## config.mk

```make
export PLATFORM = sky130hd
export DESIGN_NAME = fetch_unit
export DESIGN_NICKNAME = d
export VERILOG_FILES = /design/src/rtl/fetch_unit.sv
export SDC_FILE = /design/constraint.sdc
export NUM_CORES = 1
export LEC_CHECK = 0
export BUFFER_PORTS_ARGS = -buffer_cell sky130_fd_sc_hd__clkbuf_2
export CORE_AREA = 5 5 105 107
export CTS_CLUSTER_SIZE = 14
export DETAILED_ROUTE_END_ITERATION = 10
export DIE_AREA = 0 0 110 112
export GPL_ROUTABILITY_DRIVEN = 0
export HOLD_SLACK_MARGIN = 0.1
export PLACE_DENSITY = 0.72
export SLEW_MARGIN = 20
export SYNTH_ARGS = -nofsm -noshare
export SYNTH_HDL_FRONTEND = slang
export SYNTH_SLANG_ARGS = --single-unit
```

## constraint.sdc

```tcl
create_clock -name clk -period 2.65 [get_ports clk]
set_clock_uncertainty 0.2 [all_clocks]
set_input_delay 0 -clock clk [delete_from_list [all_inputs] [get_ports clk]]
set_output_delay 0 -clock clk [all_outputs]
set_load 0.01 [all_outputs]
```

## src/rtl/fetch_unit.sv

```systemverilog
// Instruction-fetch stage: boots from the reset vector, then walks the word-addressed PC.
// Optional interrupt entry is built only when the INT_EN macro is defined.
module fetch_unit #(
  parameter logic [31:0] RESET_VEC_ADDR = 32'd0,
  parameter logic [31:0] INT_VEC_ADDR   = 32'd2,
  parameter logic [4:0]  HALT_OPCODE    = 5'b00001
) (
  input  logic        clk,
  input  logic        rst,
  input  logic        stall,
  input  logic        branchTaken,
  input  logic [31:0] branchTarget,
  output logic [31:0] memAddr,
  input  logic [15:0] memData,
  output logic [15:0] instruction,
  output logic [31:0] pc,
  output logic [31:0] nextPC,
  output logic        iamBubble,
`ifdef INT_EN
  input  logic        intr,
  output logic [31:0] intPc,
`endif
  output logic [2:0]  o_dbg_state
);

  typedef enum logic [2:0] {
    S_VEC_HI = 3'd0,
    S_VEC_LO = 3'd1,
    S_RUN    = 3'd2,
    S_HALTED = 3'd3
`ifdef INT_EN
    ,
    S_IV_HI  = 3'd4,
    S_IV_LO  = 3'd5
`endif
  } state_t;

  state_t      r_state;
  logic [31:0] r_pc;
  logic [15:0] r_vec_hi;
  state_t      w_state_nxt;
  logic [31:0] w_pc_nxt;
  logic [15:0] w_vec_hi_nxt;
  logic [31:0] w_pc_inc;
  logic        w_is_halt;
`ifdef INT_EN
  logic [31:0] r_int_pc;
  logic [31:0] w_int_pc_nxt;
  logic        w_int_take;
`endif

  assign w_pc_inc    = r_pc + 32'd1;
  assign w_is_halt   = (memData[15:11] == HALT_OPCODE);
  assign o_dbg_state = r_state;

`ifdef INT_EN
  // An interrupt is only taken on a cycle that neither redirects nor stalls.
  assign w_int_take = intr && !branchTaken && !stall &&
                      ((r_state == S_RUN) || (r_state == S_HALTED));
  assign intPc      = r_int_pc;
`endif

  always_ff @(posedge clk or posedge rst) begin
    if (rst) begin
      r_state  <= S_VEC_HI;
      r_pc     <= 32'd0;
      r_vec_hi <= 16'd0;
`ifdef INT_EN
      r_int_pc <= 32'd0;
`endif
    end else begin
      r_state  <= w_state_nxt;
      r_pc     <= w_pc_nxt;
      r_vec_hi <= w_vec_hi_nxt;
`ifdef INT_EN
      r_int_pc <= w_int_pc_nxt;
`endif
    end
  end

  always_comb begin
    w_state_nxt  = r_state;
    w_pc_nxt     = r_pc;
    w_vec_hi_nxt = r_vec_hi;
`ifdef INT_EN
    w_int_pc_nxt = r_int_pc;
`endif
    unique case (r_state)
      S_VEC_HI: begin
        w_vec_hi_nxt = memData;
        w_state_nxt  = S_VEC_LO;
      end
      S_VEC_LO: begin
        w_pc_nxt    = {r_vec_hi, memData};
        w_state_nxt = S_RUN;
      end
      S_RUN: begin
        if (branchTaken) begin
          w_pc_nxt = branchTarget;
        end else if (stall) begin
          w_pc_nxt = r_pc;
`ifdef INT_EN
        end else if (w_int_take) begin
          w_int_pc_nxt = r_pc;
          w_state_nxt  = S_IV_HI;
`endif
        end else if (w_is_halt) begin
          w_state_nxt = S_HALTED;
        end else begin
          w_pc_nxt = w_pc_inc;
        end
      end
      S_HALTED: begin
        // A branch older than the HALT may still resolve and pull us back out.
        if (branchTaken) begin
          w_pc_nxt    = branchTarget;
          w_state_nxt = S_RUN;
`ifdef INT_EN
        end else if (w_int_take) begin
          w_int_pc_nxt = w_pc_inc;
          w_state_nxt  = S_IV_HI;
`endif
        end
      end
`ifdef INT_EN
      S_IV_HI: begin
        w_vec_hi_nxt = memData;
        w_state_nxt  = S_IV_LO;
      end
      S_IV_LO: begin
        w_pc_nxt    = {r_vec_hi, memData};
        w_state_nxt = S_RUN;
      end
`endif
      default: begin
        w_state_nxt = S_VEC_HI;
      end
    endcase
  end

  // iamBubble acts as the valid flag toward IF/ID; there is no backpressure path.
  always_comb begin
    memAddr     = r_pc;
    instruction = 16'd0;
    pc          = 32'd0;
    nextPC      = 32'd0;
    iamBubble   = 1'b1;
    unique case (r_state)
      S_VEC_HI: memAddr = RESET_VEC_ADDR;
      S_VEC_LO: memAddr = RESET_VEC_ADDR + 32'd1;
      S_RUN: begin
        instruction = memData;
        pc          = r_pc;
        nextPC      = w_pc_inc;
`ifdef INT_EN
        iamBubble   = w_int_take;
`else
        iamBubble   = 1'b0;
`endif
      end
      S_HALTED: begin
        pc     = r_pc;
        nextPC = w_pc_inc;
      end
`ifdef INT_EN
      S_IV_HI: memAddr = INT_VEC_ADDR;
      S_IV_LO: memAddr = INT_VEC_ADDR + 32'd1;
`endif
      default: memAddr = RESET_VEC_ADDR;
    endcase
  end

endmodule

```

---- Yosys cells after proc, flatten, opt, wreduce, memory -nomap -nowiden ----
Cells that the tools add are included.
Widths: inputs -> output; s select.
word-level totals
  flip-flop bits (word level) ............. 51
  bits of input ports ..................... 52
  output and inout bits ................... 116
  logic and storage cells ................. 34
operators by class
  $add $sub $neg .......................... 1
  muxes and demuxes ....................... 15
  eq/ne operators ......................... 10
  reduce and logical (&&, ||, !) cells .... 5
operators by type and width
  operator               number
  $mux 32                6
  $pmux 32 s3            1
  $pmux 32 s2            1
  $add 32x1->32 const B  1
  $mux 16                1
  $mux 3                 4
  $pmux 3 s4             1
  $ne 2x2->1 const B     4
  $reduce_and 4->1       2
  $eq 3x2->1 const B     2
  $ne 3x3->1 const B     2
  $eq 5x1->1 const B     1
  $eq 3x1->1 const B     1
  $logic_not 3->1        1
  $reduce_bool 3->1      1
  $reduce_or 2->1        1
  $mux 1                 1

---- Logic depth before layout (Yosys ltp) ----
Gate-level depths: netlist of run 1.
  depth after elaboration ................. 5
  mapped depth ............................ 8
  mapped depth without buffers ............ 7

---- Least setup slack after synthesis of run 1 ----
No wires, ideal clock.
  kind .................................... register to register
  from .................................... register r_pc[0]
  to ...................................... register r_pc[28]
  setup time .............................. 0.126 ns
  required time ........................... 2.324 ns
  arrival ................................. 1.850 ns
  period minus slack after synthesis ...... 2.176 ns
  setup slack ............................. 0.474 ns
  cell stages (with the launch flop) ...... 7
  buffers on the path ..................... 0
  cell sequence ........................... dfrtp_1 ha_1 nand4_1 nor3_1 nand4_1 xnor2_1 a221o_1
between the ends
  word-level cells in the longest chain between the ends .. 5
ends and longest elaborated chain
  element                 line  RTL
  from (decl)             39    logic [31:0] r_pc;
  from (signal assigned)  73    r_pc <= w_pc_nxt;
  $add 32x1->32           52    assign w_pc_inc = r_pc + 32'd1;
  $mux 32                 107   end else if (w_is_halt) begin
  $mux 32                 100   end else if (stall) begin
  $mux 32                 98    if (branchTaken) begin
  $pmux 32 s3             88    unique case (r_state)
No other way between the ends. The select of a mux whose other input is x is not followed.
A chain may end at the register's enable or synchronous reset.

---- Worst setup path after layout of run 1 ----
  from .................................... register r_pc[9]
  to ...................................... output nextPC[31]
between the ends
  word-level cells in the longest chain between the ends .. 2
ends and longest elaborated chain
  element        line  RTL
  $add 32x1->32  52
  $mux 32        148   unique case (r_state)
  to (decl)      17    output logic [31:0] nextPC,
No other way between the ends.

==> flow_summary.ini, run 1 <==
[clocking]
h-tree-depth = 2
cts.clk_slew.worst_paths_ns = 0.10
tritoncts.num_buffers = 5
cts_tree = done
cts-root-buf = clkbuf_8
worstSkewPairLatency_ns = 0.31
clkSinkCount = 50
clk_path_buf_depth = 2

[routing]
first_iter_violations = 628
routed_wl_mm = 16.5
drtPass1Iterations = 6
post_detailed_route_wirelength_per_cell_um = 19.1
detail_route.vias_per_cell = 5.86
num_vias = 5049
route.detailed.drc = 0
route.antenna.remaining_nets = 0

[logic_synthesis]
muxShareOfSynthArea_pct = 5.54
synth_area_per_cell_um2 = 7.95
synthesis.instances = 546
ys_warn_count = 0
yosys.area_share.simple_pct = 29.5
mappedNetlistArea_um2 = 4340
synth_top_family_by_area = simple AND/OR/NAND/NOR gates
synthArstFlopShare_pct = 100
synth_nets = 599
synth_flop_cell = dfrtp_1
synth_sequential_area_ratio_pct = 28.8
complex_gate_fraction_of_the_synthesized_area_pct = 19.5
synth.distinct_cells = 65
adder_cell_area_share_of_the_yosys_netlist_pct = 0.288
ys_ff_latch = 50
synthXorXnorAreaFrac_pct = 5.65
synth_edf_count = 0

[placed_design]
dp_cells = 799
io_buffers = 166
detailedPlacementHpwl_mm = 11.8
post-place-ws_ns = 0.261

[worst_setup_path]
end_kind = primary output
path_depth = 6
beginning_of_the_critical_path = r_pc[9]
worstSetupStartpointType = flop
startpoint_of_the_worst_slack_reg_to_reg_timing_path = o_dbg_state[1]
r2r_setup_slack_ns = 0.27
worst_ep_required_time_ns = 2.45
critPathMaxFanout = 9
worst_path_largest_cell_delay_ns = 0.53
worst_path_buf_inv = 1
crit_chain = nand2_1 -> nor4b_4 -> nand4_1 -> xor2_1 -> nor2_1 -> clkbuf_2
worstRegToRegCells = 6
worst_path_dominant_cell_family = simple AND/OR/NAND/NOR gates
worstReg2RegEnd = r_pc[27]
critical_path_arrival_ns = 2.36
last_element_of_the_critical_path = nextPC[31]
timing.critical_path.slowest_stage_cell = nor4b_4
path_class = reg2out

[final_layout]
layout.nets = 778
syn2layout_area_growth_pct = 33.4
num_antenna_cells = 0
final_cell_count_no_fill = 862
mostFrequentLayoutCell = clkbuf_2
fillCellCount = 913
layout-drive-gt1-share_pct = 32.0
layout.cells.most_common_list = clkbuf_2, nor2_1, dlygate4sd3_1

[die]
die_area_um2 = 12300
core_region_area_um2 = 10000
io_pins = 168
chipHeight_um = 112
floorplan.die.width_um = 110
fp-row-count = 37
initial_utilization_pct = 43.2

[global_routing]
globalRouteTotalUtil_pct = 26.0
grt-ovfl-total = 0
grt_pass1_vias = 4857
grt_max_degree = 57
grt_first_pass_wirelength_mm = 25.5
antenna_found_initial = 0

[sta]
number_of_failing_hold_endpoints_at_the_final_stage = 0
drv_slew = 0
setup_slack_ns = 0.0886
report.final.setup_viol = 0
post_route_fraction_of_the_period_consumed_by_the_critical_path_pct = 96.7
max_slew.worst_pin.slew_ns = 0.716
totalNegativeSetupSlack_ns = 0
slew_headroom_pct = 52.1
fmax_mhz = 390
period_minus_slack_ns = 2.56
rsz0062_at_grt = no

[pwr]
leakage_nw = 2.70
peakVddDrop_uv = 272
p_per_area_nw_per_um2 = 442

[run]
cap_violations = 0

[outcome]
outcome = finished clean

[worst_hold_path]
holdCritPathClass = in2reg
-- tightest hold or removal path, cell delays in order --
cell and delay [ns]:
clkbuf_2 0.24, nand2_1 0.14, nand2_1 0.06, nand4_1 0.08, o211ai_1 0.08
-- worst min path at each step --
stage / end / start / slack [ns] / cells after the start
after CTS: r_pc[26] / branchTaken / 0.11 / 5
after detailed placement: r_vec_hi[1] / rst / -0.20 / 2
after global placement: r_vec_hi[1] / rst / -0.20 / 2
after floorplan: instruction[14] / memData[14] / -0.08 / 2
after global routing: r_pc[24] / branchTaken / 0.19 / 5
final: r_pc[26] / branchTaken / 0.14 / 5
-- layout make-up --
type,count,area [um^2],area share [%]
clock inverters,2,37.5,0.649
well taps,136,170,2.94
inverters,14,52.6,0.908
flip-flops and latches,50,1250,21.7
repair buffers,245,1560,26.9
multi-input cells,409,2640,45.7
clock buffers,6,72.6,1.25
-- flip-flops by register name (all words and copies together), names as in the netlist --
signal       cells
o_dbg_state      2
r_pc            32
r_vec_hi        16
-- cell usage after synthesis (4+ instances only) --
cell | number | area [um^2]
nor2_1 | 58 | 218
o21ai_0 | 19 | 95.1
o221ai_1 | 5 | 43.8
and3_1 | 8 | 50.1
nor3_1 | 9 | 45.0
nand3_1 | 21 | 105
a222oi_1 | 4 | 40.0
mux2i_1 | 6 | 60.1
a31oi_1 | 7 | 43.8
nor2b_1 | 4 | 25.0
xnor2_1 | 10 | 87.6
buf_2 | 10 | 50.1
inv_1 | 12 | 45.0
a21oi_1 | 26 | 130
xor2_1 | 18 | 158
a22oi_1 | 5 | 37.5
nand4_1 | 18 | 113
a211oi_1 | 7 | 52.6
nand2_1 | 41 | 154
and2_1 | 49 | 307
o211ai_1 | 8 | 60.1
or3_1 | 7 | 43.8
buf_4 | 32 | 240
a221oi_1 | 8 | 70.1
a211o_1 | 4 | 35.0
mux2_2 | 16 | 180
dfrtp_1 | 50 | 1250
clkbuf_1 | 28 | 105
-- cells by family after synthesis --
logic type               after synthesis
AND/OR/NAND/NOR                      237
AO/OA/AOI/OAI                        120
buffers and inverters                 87
flip-flops                            50
XOR/XNOR                              28
multiplexers                          22
adder cells (fa/ha/maj)                1
other                                  1
-- repair_timing --
action,in CTS,in global routing
buffers inserted,0,1
hold buffers,54,0
resized for setup,0,5
setup endpoints to repair,0,9
endpoints found under the hold margin,99,0
-- where the power goes --
part / internal [mW] / total, mW / switching [mW]
registers: 0.830 / 0.957 / 0.127
clock network: 0.282 / 0.562 / 0.280
logic: 0.459 / 1.04 / 0.578
total: 1.57 / 2.56 / 0.985
-- metrics by stage --
stage	instance area, um^2	utilization [%]	hold slack (ns)	total power, mW
2_1_floorplan	4340	-	-0.0810	1.59
3_3_place_gp	5110	50.9	-0.197	1.90
3_5_place_dp	5110	50.9	-0.198	1.92
4_1_cts	5760	57.4	0.113	2.53
5_1_grt	5790	57.6	0.194	2.69
6_report	5790	57.6	0.141	2.56
-- layer usage --
metal / global-route usage (%) / vias up / part of all wire, %
li1: - / 2278 / -
met1: 34.3 / 2357 / 39
met4: 11.2 / 0 / 4.1
met3: 4.58 / 62 / 11
met2: 41.3 / 352 / 46
met5: 0 / - / 0
(Power assumes the default switching activity.)
==> run 2: changes to the inputs <==
--- a/config.mk
+++ b/config.mk
@@ -6,13 +6,14 @@
 export NUM_CORES = 1
 export LEC_CHECK = 0
 export BUFFER_PORTS_ARGS = -buffer_cell sky130_fd_sc_hd__clkbuf_2
-export CORE_AREA = 5 5 105 107
+export CORE_AREA = 5 5 96 116
 export CTS_CLUSTER_SIZE = 14
 export DETAILED_ROUTE_END_ITERATION = 10
-export DIE_AREA = 0 0 110 112
+export DIE_AREA = 0 0 101 121
 export GPL_ROUTABILITY_DRIVEN = 0
 export HOLD_SLACK_MARGIN = 0.1
-export PLACE_DENSITY = 0.72
+export PLACE_DENSITY = 0.73
+export SKIP_CTS_REPAIR_TIMING = 1
 export SLEW_MARGIN = 20
 export SYNTH_ARGS = -nofsm -noshare
 export SYNTH_HDL_FRONTEND = slang
==> run 2 against run 1 <==
Against the previous run:
- wire length is 0.34% higher
- maximum frequency about the same
- global-route usage decreased by 0.87 points
- non-clock buffer count grew 6
- final area up 1.4%
- critical path type unchanged
- setup slack is essentially flat
- die area decreased by 0.80%
- worst hold slack got worse by 0.011 ns
- critical endpoint is now nextPC[29]
==> flow_summary.ini, run 2 (synthesis results as in run 1) <==
[sta]
post_route_fraction_of_the_period_consumed_by_the_critical_path_pct = 96.7
slew_headroom_pct = 47.3
rsz0062_at_grt = no
setup_slack_ns = 0.0882
period_minus_slack_ns = 2.56
report.final.setup_viol = 0
fmax_mhz = 390
drv_slew = 0
number_of_failing_hold_endpoints_at_the_final_stage = 0
totalNegativeSetupSlack_ns = 0
hold_ws_ns = 0.130
max_slew.worst_pin.slew_ns = 0.790

[final_layout]
final_cell_count_no_fill = 858
finish.instance_area_um2 = 5870
layout-drive-gt1-share_pct = 32.8
syn2layout_area_growth_pct = 35.2
post-route-util_pct = 59.5
layout.nets = 784
mostFrequentLayoutCell = clkbuf_2
layout.cells.most_common_list = clkbuf_2, nor2_1, dlygate4sd3_1
flip_flop_count_of_the_largest_register_all_copies_and_words_added = 32
num_antenna_cells = 0
max_flop_register = r_pc

[pwr]
totalPowerFinal_mw = 2.77
p_per_area_nw_per_um2 = 472
peakVddDrop_uv = 355
leakage_nw = 2.77

[die]
floorplan.die.width_um = 101
io_pins = 168
fp-row-count = 40
die_area_um2 = 12200
chipHeight_um = 121
initial_utilization_pct = 44.0
core_region_area_um2 = 9860

[worst_setup_path]
path_class = reg2out
end_kind = primary output
critPathMaxFanout = 8
worstSetupStartpointType = flop
critical_path_arrival_ns = 2.36
worst_ep_required_time_ns = 2.45

[routing]
post_detailed_route_wirelength_per_cell_um = 19.3
detail_route.vias_per_cell = 6.03
wl_met1_mm = 6.08
routed.top_layer = met4
first_iter_violations = 506
route.detailed.drc = 0
met2_wirelength_mm = 7.90
routed_wl_mm = 16.6
num_vias = 5170
wl_met3_mm = 1.61
drtPass1Iterations = 6
route.antenna.remaining_nets = 0

[global_routing]
grt_first_pass_wirelength_mm = 24.3
antenna_found_initial = 0
globalRouteTotalUtil_pct = 25.1
grt-ovfl-total = 0
grt_max_degree = 57
grt_pass1_vias = 4606

[outcome]
outcome = finished clean

[worst_hold_path]
holdCritPathClass = in2async

[clocking]
cts_tree = done
clkSinkCount = 50
clk_path_buf_depth = 2
cts-root-buf = clkbuf_16
cts.clk_slew.worst_paths_ns = 0.07
worstSkewPairLatency_ns = 0.29
h-tree-depth = 2
tritoncts.num_buffers = 5

[placed_design]
io_buffers = 166
post_placement_cell_area_um2 = 5160
post-place-ws_ns = 0.188
detailedPlacementHpwl_mm = 11.9
dp_cells = 797

[run]
cap_violations = 0
[run 2: path summary, 6_finish.rpt]
check | start | to | slack (ns) | cells after the start
max | r_pc[2] | nextPC[29] | 0.09 | 6
min | rst | r_vec_hi[1] | 0.13 | 3
max reg2reg | o_dbg_state[0] | r_pc[27] | 0.20 | 7
min reg2reg | r_vec_hi[2] | r_vec_hi[2] | 0.32 | 1
max in group asynchronous | rst | r_pc[14] | 1.43 | 4
min in group clk | branchTaken | r_pc[22] | 0.13 | 3
[run 2: routing by layer]
layer  track usage (%)  vias to the layer above
li1                  -                     2301
met5                 0                        -
met1              31.9                     2426
met4              13.3                        0
met3              4.08                       75
met2              40.5                      368
[run 2: power by group]
| part | internal [mW] | leakage (nW) | switching [mW] |
|---|---|---|---|
| logic | 0.462 | 2.07 | 0.574 |
| registers | 0.829 | 0.612 | 0.121 |
| clock network | 0.476 | 0.0875 | 0.307 |
| total | 1.77 | 2.77 | 1.00 |
[run 2: cell type report]
| class | count | area (um^2) |
|---|---|---|
| fill | 870 | 3990 |
| inverter | 14 | 52.6 |
| timing repair buffer | 251 | 1600 |
| clock inverter | 2 | 38.8 |
| multi-input combinational | 409 | 2630 |
| sequential | 50 | 1250 |
| clock buffer | 6 | 139 |
| tap | 126 | 158 |
[run 2: critical path, stage by stage, from the launching register on]
cell and delay (ns):
dfrtp_1 0.50, nand4_1 0.29, nor2_2 0.34, nand4_4 0.21
or4_1 0.51, nand2_1 0.08, clkbuf_2 0.13
